===== config.mk =====
export PLATFORM = sky130hd
export DESIGN_NAME = mod_counter
export DESIGN_NICKNAME = d
export VERILOG_FILES = /design/src/rtl/mod_counter.sv
export SDC_FILE = /design/constraint.sdc
export NUM_CORES = 1
export LEC_CHECK = 0
export CORE_AREA = 2 2 39 41
export CTS_CLUSTER_SIZE = 16
export DETAILED_ROUTE_END_ITERATION = 8
export DIE_AREA = 0 0 41 43
export GPL_TIMING_DRIVEN = 0
export HOLD_SLACK_MARGIN = 0.03
export PLACE_DENSITY = 0.67
export REMOVE_ABC_BUFFERS = 1
export SLEW_MARGIN = 10
export SYNTH_ARGS = -nofsm -noshare
export SYNTH_HDL_FRONTEND = slang
export SYNTH_SLANG_ARGS = --single-unit

===== constraint.sdc =====
create_clock -name clk -period 1.42 [get_ports clk]
set_input_delay 0.284 -clock clk [delete_from_list [all_inputs] [get_ports clk]]
set_output_delay 0.284 -clock clk [all_outputs]
set_load 0.02 [all_outputs]

===== src/rtl/mod_counter.sv =====
// Up/down modulo counter with clamp-on-load, optional saturation at the bounds,
// a one-cycle wrap pulse and a sticky overflow flag.
module mod_counter #(
    parameter int WIDTH    = 4,
    parameter int MAX      = (2 ** WIDTH) - 1,
    parameter bit SATURATE = 1'b0
) (
    input  logic             clk,
    input  logic             rst,
    input  logic             en,
    input  logic             dir,
    input  logic             clr,
    input  logic             load,
    input  logic [WIDTH-1:0] load_val,
    output logic [WIDTH-1:0] out,
    output logic             tc,
    output logic             wrap,
    output logic             ovf
);

    localparam logic [WIDTH-1:0] MAX_V = WIDTH'(MAX);
    localparam logic [WIDTH-1:0] ONE_V = WIDTH'(1);

    logic [WIDTH-1:0] out_q, out_d;
    logic             wrap_q, wrap_d;
    logic             ovf_q, ovf_d;
    logic             at_top, at_bot, bound;

    assign at_top = (out_q == MAX_V);
    assign at_bot = (out_q == '0);
    // A bound event is exactly the terminal-count condition; clr/load only mask its effect.
    assign bound  = en & ((dir & at_top) | (~dir & at_bot));

    always_comb begin
        out_d  = out_q;
        wrap_d = 1'b0;
        ovf_d  = ovf_q;
        if (clr) begin
            out_d = '0;
            ovf_d = 1'b0;
        end else if (load) begin
            out_d = (load_val > MAX_V) ? MAX_V : load_val;
        end else if (en) begin
            if (bound) begin
                wrap_d = 1'b1;
                ovf_d  = 1'b1;
                if (!SATURATE) begin
                    out_d = dir ? '0 : MAX_V;
                end
            end else begin
                out_d = dir ? (out_q + ONE_V) : (out_q - ONE_V);
            end
        end
    end

    always_ff @(posedge clk or posedge rst) begin
        if (rst) begin
            out_q  <= '0;
            wrap_q <= 1'b0;
            ovf_q  <= 1'b0;
        end else begin
            out_q  <= out_d;
            wrap_q <= wrap_d;
            ovf_q  <= ovf_d;
        end
    end

    assign out  = out_q;
    assign wrap = wrap_q;
    assign ovf  = ovf_q;
    assign tc   = bound;

endmodule

==> results by group, run 1 <==
Outcome
  • Run status: complete, but fails checks
  • Failing checks: setup timing

Global route
  • Largest net degree at the start of global routing: 12
  • GRT Overall Usage: 15.63%
  • Initial antenna violation count: 0
  • First-pass GRT wire length: approximately 1800 microns
  • Vias in the first global route: between 400 and 500
  • Grt ovf: 0

STA
  • Hold Slack: between 0.2 and 0.3 ns
  • Clock Skew: ~0.0026 ns
  • Relative slew margins: about three quarters
  • Max Fclk: between 600 and 700 MHz
  • Tcrit/Tclk final: 110.1%
  • # setup viols final: 3
  • RSZ-0062 raised after global routing: true
  • Worst-margin pin slew: ~0.38 ns
  • Fin. max-slew vios: 0
  • Final Hold Viols: 0
  • Min setup slack post-route: -0.1438 ns
  • Fin crit period: ~1.6 ns

Drt
  • Wire length on met2: 691 microns
  • Wire per inst: around 13 microns
  • Met3 wire length: 51 microns
  • DR top layer: met3
  • Vias: 478
  • Vias per inst: approximately 4.9
  • Wl on met1: around 550 microns
  • Pre-Repair DR Iteration Count: 4
  • Drt first-iter violations: 11
  • Post-Route WL: ~1300 microns
  • Drt drc: 0
  • ANT nets after route: 0

Worst setup path
  • Setup CP Type: reg -> out
  • CP Data Required Time: 1.14 ns
  • Worst Reg-to-Reg Cells: 6
  • Crit path capture type: output port
  • CP Max Fanout: 4
  • Reg-to-Reg End: out[1]$_DFFE_PP0P_
  • Worst Setup Start Kind: register
  • Reg-to-reg slack, setup: -0.09 ns
  • R2R Path Start: out[0]$_DFFE_PP0P_
  • CP Data Arrival Time: ~1.3 ns

CTS
  • Bufs on Longest Clock Path: 2
  • Clock root buffer: clkbuf_4
  • Num Clock Sinks: 6
  • Clk slew on worst S/H paths: 0.04 ns
  • Clk Latency, worst-skew pair: about 0.24 ns
  • Clock buffer count from CTS: 3
  • H-tree levels: 1
  • CTS tree: yes

Pwr
  • Reg power frac: around a third
  • PD cells: 740.9 mW/mm^2
  • Sw Share: approximately 31%
  • Max VDD drop: approximately 0.38 mV
  • Clock group share of total power: approximately 25%
  • Switching power: 0.1869 mW
  • Total power draw: ~0.60 mW
  • Cell leakage power: ~0.38 nW
  • Combinational fraction of design power: 41.7%
  • Internal power: 0.4166 mW

Layout
  • # diodes: 0
  • Area Overhead vs Synth: 78.85%
  • Core Util, Final: about three fifths
  • Fin nets: 97
  • Proportion of layout cells with a drive suffix above 1: 41.46%
  • Non-filler instance count after layout: 98

Logic synthesis
  • Synthesized area: between 400 and 500 sq um
  • Post-synth top cells: dfrtp_1 (6), a21oi_1 (5), inv_1 (5), nor2_1 (5), nor3_1 (4)
  • Async SR Flop Fraction: 100.0%
  • Synth area leaders: dfrtp_1 (33%), a21oi_1 (5.5%), ha_1 (5.5%)
  • Mapped Cells: 52
  • Post-synthesis average cell area: roughly 9 sq um
  • Register bit total from synthesis: 6
  • Largest area contributor in the synthesized netlist: dfrtp_1
  • Synth cell types: 25
  • Post-synth EDFFs: 0
  • Seq/Total Area, Yosys: ~33%
  • Synth top area share: about 33%
  • Ys flop type: dfrtp_1
  • Most common cell in the netlist: dfrtp_1
  • Synth warnings: 0

Floorplan
  • Initial Util: around 33%
  • Die height: roughly 43 microns
  • Die area: 0.001763 sq mm
  • Top Ports: 17
  • Core ar.: roughly 0.0014 sq mm
  • Num rows: 14
  • Die X: just over 40 microns

Place
  • Pre-CTS worst setup slack: -0.8424 ns
  • Port bufs: 16
  • DP Wirelength: 786.3 microns
  • Dpl cells: 83
  • Global placement routability congestion: around 0.71

Hold path
  • Worst Hold Class: in -> async

Flow run
  • Max Cap Violations: 0
==> metal layers <==
| metal | global-route usage, % | vias to the layer above |
|---|---|---|
| li1 | - | 241 |
| met1 | 17.67 | 221 |
| met2 | 26.88 | 16 |
| met3 | 4.712 | 0 |
| met4 | 4.000 | 0 |
| met5 | 0 | - |
==> critical path, cell delays in order (launching register included) <==
cell	delay, ns
dfrtp_2	0.44
nor4_4	0.31
a22oi_2	0.11
inv_1	0.08
buf_6	0.11
==> per-stage QoR <==
step / setup TNS (ns) / cell area [sq um]
final: -0.2450 / 814.5
after global routing: -0.4473 / 814.5
after CTS: -0.2848 / 750.7
after detailed placement: -2.861 / 631.9
after global placement: -2.779 / 631.9
after floorplan: -0.3344 / 451.7
==> state kept, by name, indices dropped and copies added, names as in the netlist <==
name  flops
wrap      1
out       4
ovf       1
==> placed cells by master, fill, tap and decap left out, types with 2 or more instances in the layout <==
cell	n
clkbuf_4	3
clkdlybuf4s15_1	3
nor3_1	3
a21oi_2	2
a21oi_1	3
nor2_1	5
dfrtp_2	4
nor2b_1	3
inv_1	4
dfrtp_1	2
buf_6	3
ha_4	2
xor2_1	2
xnor2_1	2
dlygate4sd2_1	4
clkdlybuf4s50_1	6
buf_4	10
nand2_1	3
==> layout make-up <==
| type | instances | area (sq um) |
|---|---|---|
| Sequential cell | 6 | 155.1 |
| Timing Repair Buffer | 28 | 257.7 |
| Tap cell | 16 | 20.02 |
| Clock buffer | 3 | 22.52 |
| Inverter | 5 | 18.77 |
| Fill cell | 111 | 569.3 |
| Multi-Input combinational cell | 40 | 340.3 |
==> worst max-delay path by stage <==
stage	from	to	cells past startpoint
2_1_floorplan	out[0]$_DFFE_PP0P_	out[2]$_DFFE_PP0P_	5
4_1_cts	out[3]$_DFFE_PP0P_	tc	4
3_3_place_gp	dir	tc	5
5_1_grt	out[0]$_DFFE_PP0P_	tc	4
3_5_place_dp	dir	tc	5
6_report	out[0]$_DFFE_PP0P_	tc	4
==> power groups by stage <==
stage	Combinational [mW]	Sequential (mW)	Clock (mW)
floorplan	0.0859	0.215	0
global placement	0.172	0.204	0
detailed placement	0.176	0.204	0
CTS	0.221	0.202	0.155
global route	0.274	0.203	0.168
finish	0.252	0.202	0.150
==> logic make-up after synthesis <==
family	synth area share, %
AO/OA/AOI/OAI	17.31
XOR/XNOR	7.694
adder cells (fa/ha/maj)	9.889
buffers and inverters	4.945
flip-flops	32.97
AND/OR/NAND/NOR	27.20
==> timing repair <==
| action | in CTS | in global routing |
|---|---|---|
| gates cloned | 0 | 0 |
| gates resized for setup | 28 | 9 |
| pin swaps | 10 | 7 |
| setup buffers | 9 | 4 |
| setup endpoints to repair | 11 | 5 |
| hold buffers | 0 | 0 |
Note: power is estimated with default switching activity, not from simulation.
==> run 2: changes to the inputs <==
GPL_TIMING_DRIVEN = not set   (was 0)
SKIP_LAST_GASP = 1   (was not set)
==> results by group, run 2 (synthesis gave the netlist of run 1 again) <==
Outcome
  • Run status: complete, but fails checks
  • Failing checks: setup timing

Global route
  • Largest net degree at the start of global routing: 7 (-5)
  • First-pass GRT wire length: 2270 microns (+24%)
  • Initial antenna violation count: 0 (unchanged)
  • Grt ovf: 0 (unchanged)
  • GRT Overall Usage: 19.55% (+3.9 points)
  • Vias in the first global route: 493 (+8.4%)

Drt
  • Pre-Repair DR Iteration Count: 4 (unchanged)
  • Vias: 532 (+11%)
  • Wire per inst: 14.12 microns (+7.2%)
  • Post-Route WL: 1483 microns (+15%)
  • ANT nets after route: 0 (unchanged)
  • Vias per inst: 5.067 (+3.9%)
  • Drt drc: 0 (unchanged)
  • Drt first-iter violations: 9 (-2)

Floorplan
  • Die height: 43 microns (unchanged)
  • Core ar.: 0.001384 sq mm (unchanged)
  • Top Ports: 17 (unchanged)
  • Initial Util: 32.91% (unchanged)
  • Die X: 41 microns (unchanged)
  • Die area: 0.001763 sq mm (unchanged)
  • Num rows: 14 (unchanged)

Place
  • Pre-CTS worst setup slack: -0.6473 ns (+0.1950 ns)
  • DP Wirelength: 921 microns (+17%)
  • Global placement routability congestion: 0.7498 (+5.1%)
  • Placed cell area: 737.0 sq um (+17%)
  • Port bufs: 16 (unchanged)

STA
  • Hold Slack: 0.2433 ns (-0.01670 ns)
  • # setup viols final: 4 (+1)
  • Min setup slack post-route: -0.1460 ns (-0.002227 ns)
  • Final Hold Viols: 0 (unchanged)
  • Max Fclk: 638.6 MHz (-0.14%)
  • Fin crit period: 1.566 ns (+0.002227 ns)
  • Worst-margin pin slew: 0.3537 ns (-0.02970 ns)
  • Tcrit/Tclk final: 110.3% (+0.16 points)
  • Clock Skew: 0.004106 ns (+0.001498 ns)
  • Fin. max-slew vios: 0 (unchanged)
  • Relative slew margins: 76.37% (+2.0 points)
  • RSZ-0062 raised after global routing: true

Pwr
  • Reg power frac: 31.5% (-1.9 points)
  • PD cells: 762.9 mW/mm^2 (+3.0%)
  • Sw Share: 33.77% (+2.8 points)
  • Switching power: 0.2147 mW (+15%)
  • Combinational fraction of design power: 40.9% (-0.8 points)
  • Clock group share of total power: 27.6% (+2.8 points)
  • Max VDD drop: 0.3867 mV (+1.4%)
  • Internal power: 0.4211 mW (+1.1%)
  • Cell leakage power: 0.4099 nW (+7.7%)

Worst setup path
  • R2R Path Start: out[1]$_DFFE_PP0P_
  • Setup CP Type: reg -> out
  • CP Data Arrival Time: 1.28 ns (about the same)
  • Reg-to-Reg End: out[1]$_DFFE_PP0P_
  • Worst Setup Start Kind: register
  • Worst Reg-to-Reg Cells: 6 (unchanged)
  • CP Max Fanout: 4 (unchanged)
  • Crit path capture type: output port
  • Reg-to-reg slack, setup: -0.11 ns (-0.02 ns)
  • CP Data Required Time: 1.14 ns (about the same)

CTS
  • H-tree levels: 1 (unchanged)
  • Clk Latency, worst-skew pair: 0.26 ns (+0.02 ns)
  • Clock root buffer: clkbuf_4
  • Num Clock Sinks: 6 (unchanged)
  • Clk slew on worst S/H paths: 0.05 ns (about the same)
  • Bufs on Longest Clock Path: 2 (unchanged)
  • Clock buffer count from CTS: 3 (unchanged)
  • CTS tree: yes

Layout
  • Core Util, Final: 60.22% (+1.4 points)
  • Fin nets: 104 (+7.2%)
  • Most frequent cells in the layout: buf_4 (17), clkdlybuf4s50_1 (7), nor2_1 (5)
  • Max reg flops: 4 (unchanged)
  • Proportion of layout cells with a drive suffix above 1: 48.31% (+6.9 points)
  • Area Overhead vs Synth: 82.97%
  • # diodes: 0 (unchanged)
  • Commonest non-fill, non-tap cell in the layout: buf_4
  • Fin area: 833.3 sq um (+2.3%)
  • Fillers: 126 (+14%)
  • Area occupied by multi-input gates: 330.3 sq um (-2.9%)
  • Sequential cell area: 152.6 sq um (-1.6%)

Flow run
  • Max Cap Violations: 0 (unchanged)

Hold path
  • Worst Hold Class: in -> async
run 2: cell count changes in the layout (fill, tap and decap cells not counted), sizes merged:
| cell | previous run | this run |
|---|---|---|
| buf | 13 | 21 |
| clkbuf | 3 | 7 |
| clkdlybuf4s15 | 4 | 0 |
| clkdlybuf4s50 | 6 | 7 |
| dlygate4sd2 | 4 | 2 |
run 2: metrics by stage:
step	total power, mW	setup TNS, ns	std cells
global placement	0.4169	-2.418	97
global route	0.6647	-0.5020	105
finish	0.6357	-0.3154	105
floorplan	0.3005	-0.3344	51
detailed placement	0.4188	-2.561	97
CTS	0.6111	-0.8502	104
run 2: layer usage:
layer	vias up	GRT usage (%)	routed length, microns
met5	-	0	0
met2	22	31.87	797
met4	0	6.000	22
li1	253	-	-
met3	2	6.283	93
met1	255	23.18	570
run 2: what timing repair did:
action	4_1_cts	5_1_grt
gates resized for setup	25	17
setup buffers	4	2
setup endpoints to repair	10	7
pin swaps	5	10
hold buffers	0	0
run 2: area by class of cell:
type | instances | share of cell area, %
flip-flops and latches | 6 | 18.32
multi-input cells | 40 | 39.64
clock buffers | 3 | 2.703
repair buffers | 35 | 34.38
well taps | 16 | 2.402
inverters | 5 | 2.553
run 2: power groups by stage:
stage	Clock (mW)	Combinational [mW]	Sequential [mW]
floorplan	0	0.0859	0.215
global placement	0	0.219	0.198
detailed placement	0	0.221	0.198
CTS	0.174	0.241	0.196
global route	0.180	0.283	0.201
finish	0.176	0.260	0.200
run 2: worst max path at each step:
stage	startpoint	end	cells after the start
final	out[3]$_DFFE_PP0P_	tc	4
after global placement	dir	tc	5
after floorplan	out[0]$_DFFE_PP0P_	out[2]$_DFFE_PP0P_	5
after global routing	out[0]$_DFFE_PP0P_	tc	4
after CTS	out[1]$_DFFE_PP0P_	out[3]$_DFFE_PP0P_	7
after detailed placement	dir	tc	5
run 2: worst max-delay path, cell delays in order (launching register included):
cell	delay (ns)
dfrtp_1	0.43
and4_4	0.22
a22oi_2	0.17
inv_1	0.07
buf_6	0.13
==> run 3: changes to the inputs <==
TNS_END_PERCENT = 30   (was not set)
==> results by group, run 3 (synthesis gave the netlist of run 1 again) <==
Worst setup path
  • Delay of the slowest cell on the worst path: 0.37 ns (-0.06 ns)
  • CP Data Required Time: 1.14 ns (about the same)
  • Worst Setup Start Kind: register
  • Reg-to-Reg End: out[1]$_DFFE_PP0P_
  • Worst Setup EP: tc
  • CP Max Fanout: 3 (-1)
  • Reg-to-reg slack, setup: -0.09 ns (+0.02 ns)
  • Crit. Startpoint: out[1]$_DFFE_PP0P_
  • Setup CP Type: reg -> out
  • R2R Path Start: out[0]$_DFFE_PP0P_
  • Crit path capture type: output port
  • Slowest stage cell, crit path: dfrtp_1
  • Worst Reg-to-Reg Cells: 6 (unchanged)
  • Crit path buf inv count: 3 (+1)
  • Levels on crit path: 5 (+1)
  • CP Cell Sequence: buf_4 > and2_1 > a22oi_2 > inv_1 > buf_6
  • Largest delay share family, worst path: flip-flops
  • CP Data Arrival Time: 1.30 ns (+0.02 ns)

Global route
  • Vias in the first global route: 455 (-7.7%)
  • GRT Overall Usage: 17.53% (-2.0 points)
  • Initial antenna violation count: 0 (unchanged)
  • Grt ovf: 0 (unchanged)
  • First-pass GRT wire length: 2028 microns (-11%)
  • Largest net degree at the start of global routing: 7 (unchanged)

Outcome
  • Run status: complete, but fails checks
  • Failing checks: setup timing

Layout
  • Max reg flops: 4 (unchanged)
  • Proportion of layout cells with a drive suffix above 1: 36.05% (-12 points)
  • Area Overhead vs Synth: 77.47%
  • # diodes: 0 (unchanged)
  • Most frequent cells in the layout: buf_4 (15), clkdlybuf4s50_1 (9), nor2_1 (5), dfrtp_1 (5)
  • Commonest non-fill, non-tap cell in the layout: buf_4
  • Core Util, Final: 58.41% (-1.8 points)
  • Fillers: 129 (+2.4%)
  • Fin area: 808.3 sq um (-3.0%)
  • Fin nets: 101 (-2.9%)

STA
  • Min setup slack post-route: -0.1683 ns (-0.02227 ns)
  • Setup TNS Final: -0.7203 ns (-0.4049 ns)
  • Max Fclk: 629.6 MHz (-1.4%)
  • Tcrit/Tclk final: 111.9% (+1.6 points)
  • Worst-margin pin slew: 0.3600 ns (+0.006233 ns)
  • # setup viols final: 9 (+5)
  • RSZ-0062 raised after global routing: true
  • Relative slew margins: 75.95% (-0.42 points)
  • Final Hold Viols: 0 (unchanged)
  • Fin. max-slew vios: 0 (unchanged)
  • Fin crit period: 1.588 ns (+0.02226 ns)
  • Clock Skew: 0.005014 ns (+0.0009077 ns)

Floorplan
  • Core ar.: 0.001384 sq mm (unchanged)
  • Num rows: 14 (unchanged)
  • Initial Util: 32.91% (unchanged)
  • Top Ports: 17 (unchanged)
  • Die height: 43 microns (unchanged)
  • Die area: 0.001763 sq mm (unchanged)
  • Die X: 41 microns (unchanged)

Pwr
  • PD cells: 761.9 mW/mm^2 (-0.14%)
  • Sw Share: 33.17% (-0.60 points)
  • Reg power frac: 32.0% (+0.5 points)
  • Clock group share of total power: 28.5% (+0.9 points)
  • Total power draw: 0.6158 mW (-3.1%)
  • Cell leakage power: 0.4115 nW (+0.39%)
  • Switching power: 0.2043 mW (-4.8%)
  • Max VDD drop: 0.3779 mV (-2.3%)
  • Combinational fraction of design power: 39.5% (-1.4 points)
  • Internal power: 0.4115 mW (-2.3%)

CTS
  • Num Clock Sinks: 6 (unchanged)
  • Clk Latency, worst-skew pair: 0.26 ns (about the same)
  • # hold bufs at CTS: 0 (unchanged)
  • CTS tree: yes
  • Clock buffer count from CTS: 3 (unchanged)
  • Bufs on Longest Clock Path: 2 (unchanged)
  • Clk slew on worst S/H paths: 0.05 ns (about the same)
  • H-tree levels: 1 (unchanged)
  • Clock root buffer: clkbuf_4

Drt
  • Drt drc: 0 (unchanged)
  • Vias: 520 (-2.3%)
  • Wire per inst: 13.02 microns (-7.8%)
  • Vias per inst: 5.098 (+0.62%)
  • Pre-Repair DR Iteration Count: 4 (unchanged)
  • Drt first-iter violations: 16 (+7)
  • Post-Route WL: 1328 microns (-10%)
  • ANT nets after route: 0 (unchanged)

Place
  • Port bufs: 16 (unchanged)
  • Global placement routability congestion: 0.7498 (unchanged)
  • Placed cell area: 737.0 sq um (unchanged)
  • DP Wirelength: 921 microns (unchanged)

Hold path
  • Worst Hold Class: in -> async

Flow run
  • Max Cap Violations: 0 (unchanged)
-- run 3: cell count changes in the layout (fill, tap and decap cells not counted), moves of 2 or more --
cell	previous run	this run
clkdlybuf4s50_1	7	9
clkbuf_2	4	0
buf_4	17	15
ha_4	2	0
ha_1	0	2
dlygate4sd2_1	2	4
inv_2	2	0
-- run 3: cell type report --
| class | count | area, sq um | share of cell area, % |
|---|---|---|---|
| clock buffers | 3 | 22.52 | 2.786 |
| inverters | 5 | 23.77 | 2.941 |
| multi-input cells | 40 | 305.3 | 37.77 |
| flip-flops and latches | 6 | 151.4 | 18.73 |
| well taps | 16 | 20.02 | 2.477 |
| repair buffers | 32 | 285.3 | 35.29 |
-- run 3: how the worst min path moves through the flow --
| stage | from | end | slack, ns | depth (start not counted) |
|---|---|---|---|---|
| global route | rst | wrap$_DFF_PP0_ | 0.29 | 2 |
| floorplan | rst | out[0]$_DFFE_PP0P_ | 0.07 | 1 |
| finish | rst | out[1]$_DFFE_PP0P_ | 0.25 | 2 |
| CTS | rst | out[0]$_DFFE_PP0P_ | 0.25 | 2 |
| detailed placement | ovf$_DFFE_PP0P_ | ovf$_DFFE_PP0P_ | 0.50 | 1 |
| global placement | ovf$_DFFE_PP0P_ | ovf$_DFFE_PP0P_ | 0.48 | 1 |
-- run 3: metrics by stage --
step	setup slack [ns]	instances	hold slack (ns)
3_3_place_gp	-0.6290	97	0.4835
6_report	-0.1683	102	0.2500
2_1_floorplan	-0.1869	51	0.07496
4_1_cts	-0.2257	102	0.2481
3_5_place_dp	-0.6473	97	0.4976
5_1_grt	-0.2177	102	0.2854
-- run 3: power by group through the flow --
stage / combinational (mW) / clock (mW) / sequential [mW]
6_report: 0.243 / 0.175 / 0.197
5_1_grt: 0.265 / 0.180 / 0.199
4_1_cts: 0.229 / 0.174 / 0.196
3_5_place_dp: 0.221 / 0 / 0.198
3_3_place_gp: 0.219 / 0 / 0.198
2_1_floorplan: 0.0859 / 0 / 0.215
-- run 3: timing repair --
item	4_1_cts	5_1_grt
setup buffers	2	1
pin swaps	2	6
gates resized for setup	13	12
setup endpoints to repair	10	10
hold endpoints to repair	0	0
-- run 3: routing by layer --
metal	GRT usage [%]	share of wire, %
met4	6.000	1.3
met3	6.283	7.9
met5	0	0
met2	28.44	53
met1	20.20	38
-- run 3: worst register-to-register path, stage by stage (launching register included) --
cell	delay [ns]
dfrtp_2	0.44
buf_6	0.14
inv_4	0.04
fa_2	0.45
o21ai_2	0.15
a21oi_2	0.05
nor3_1	0.16
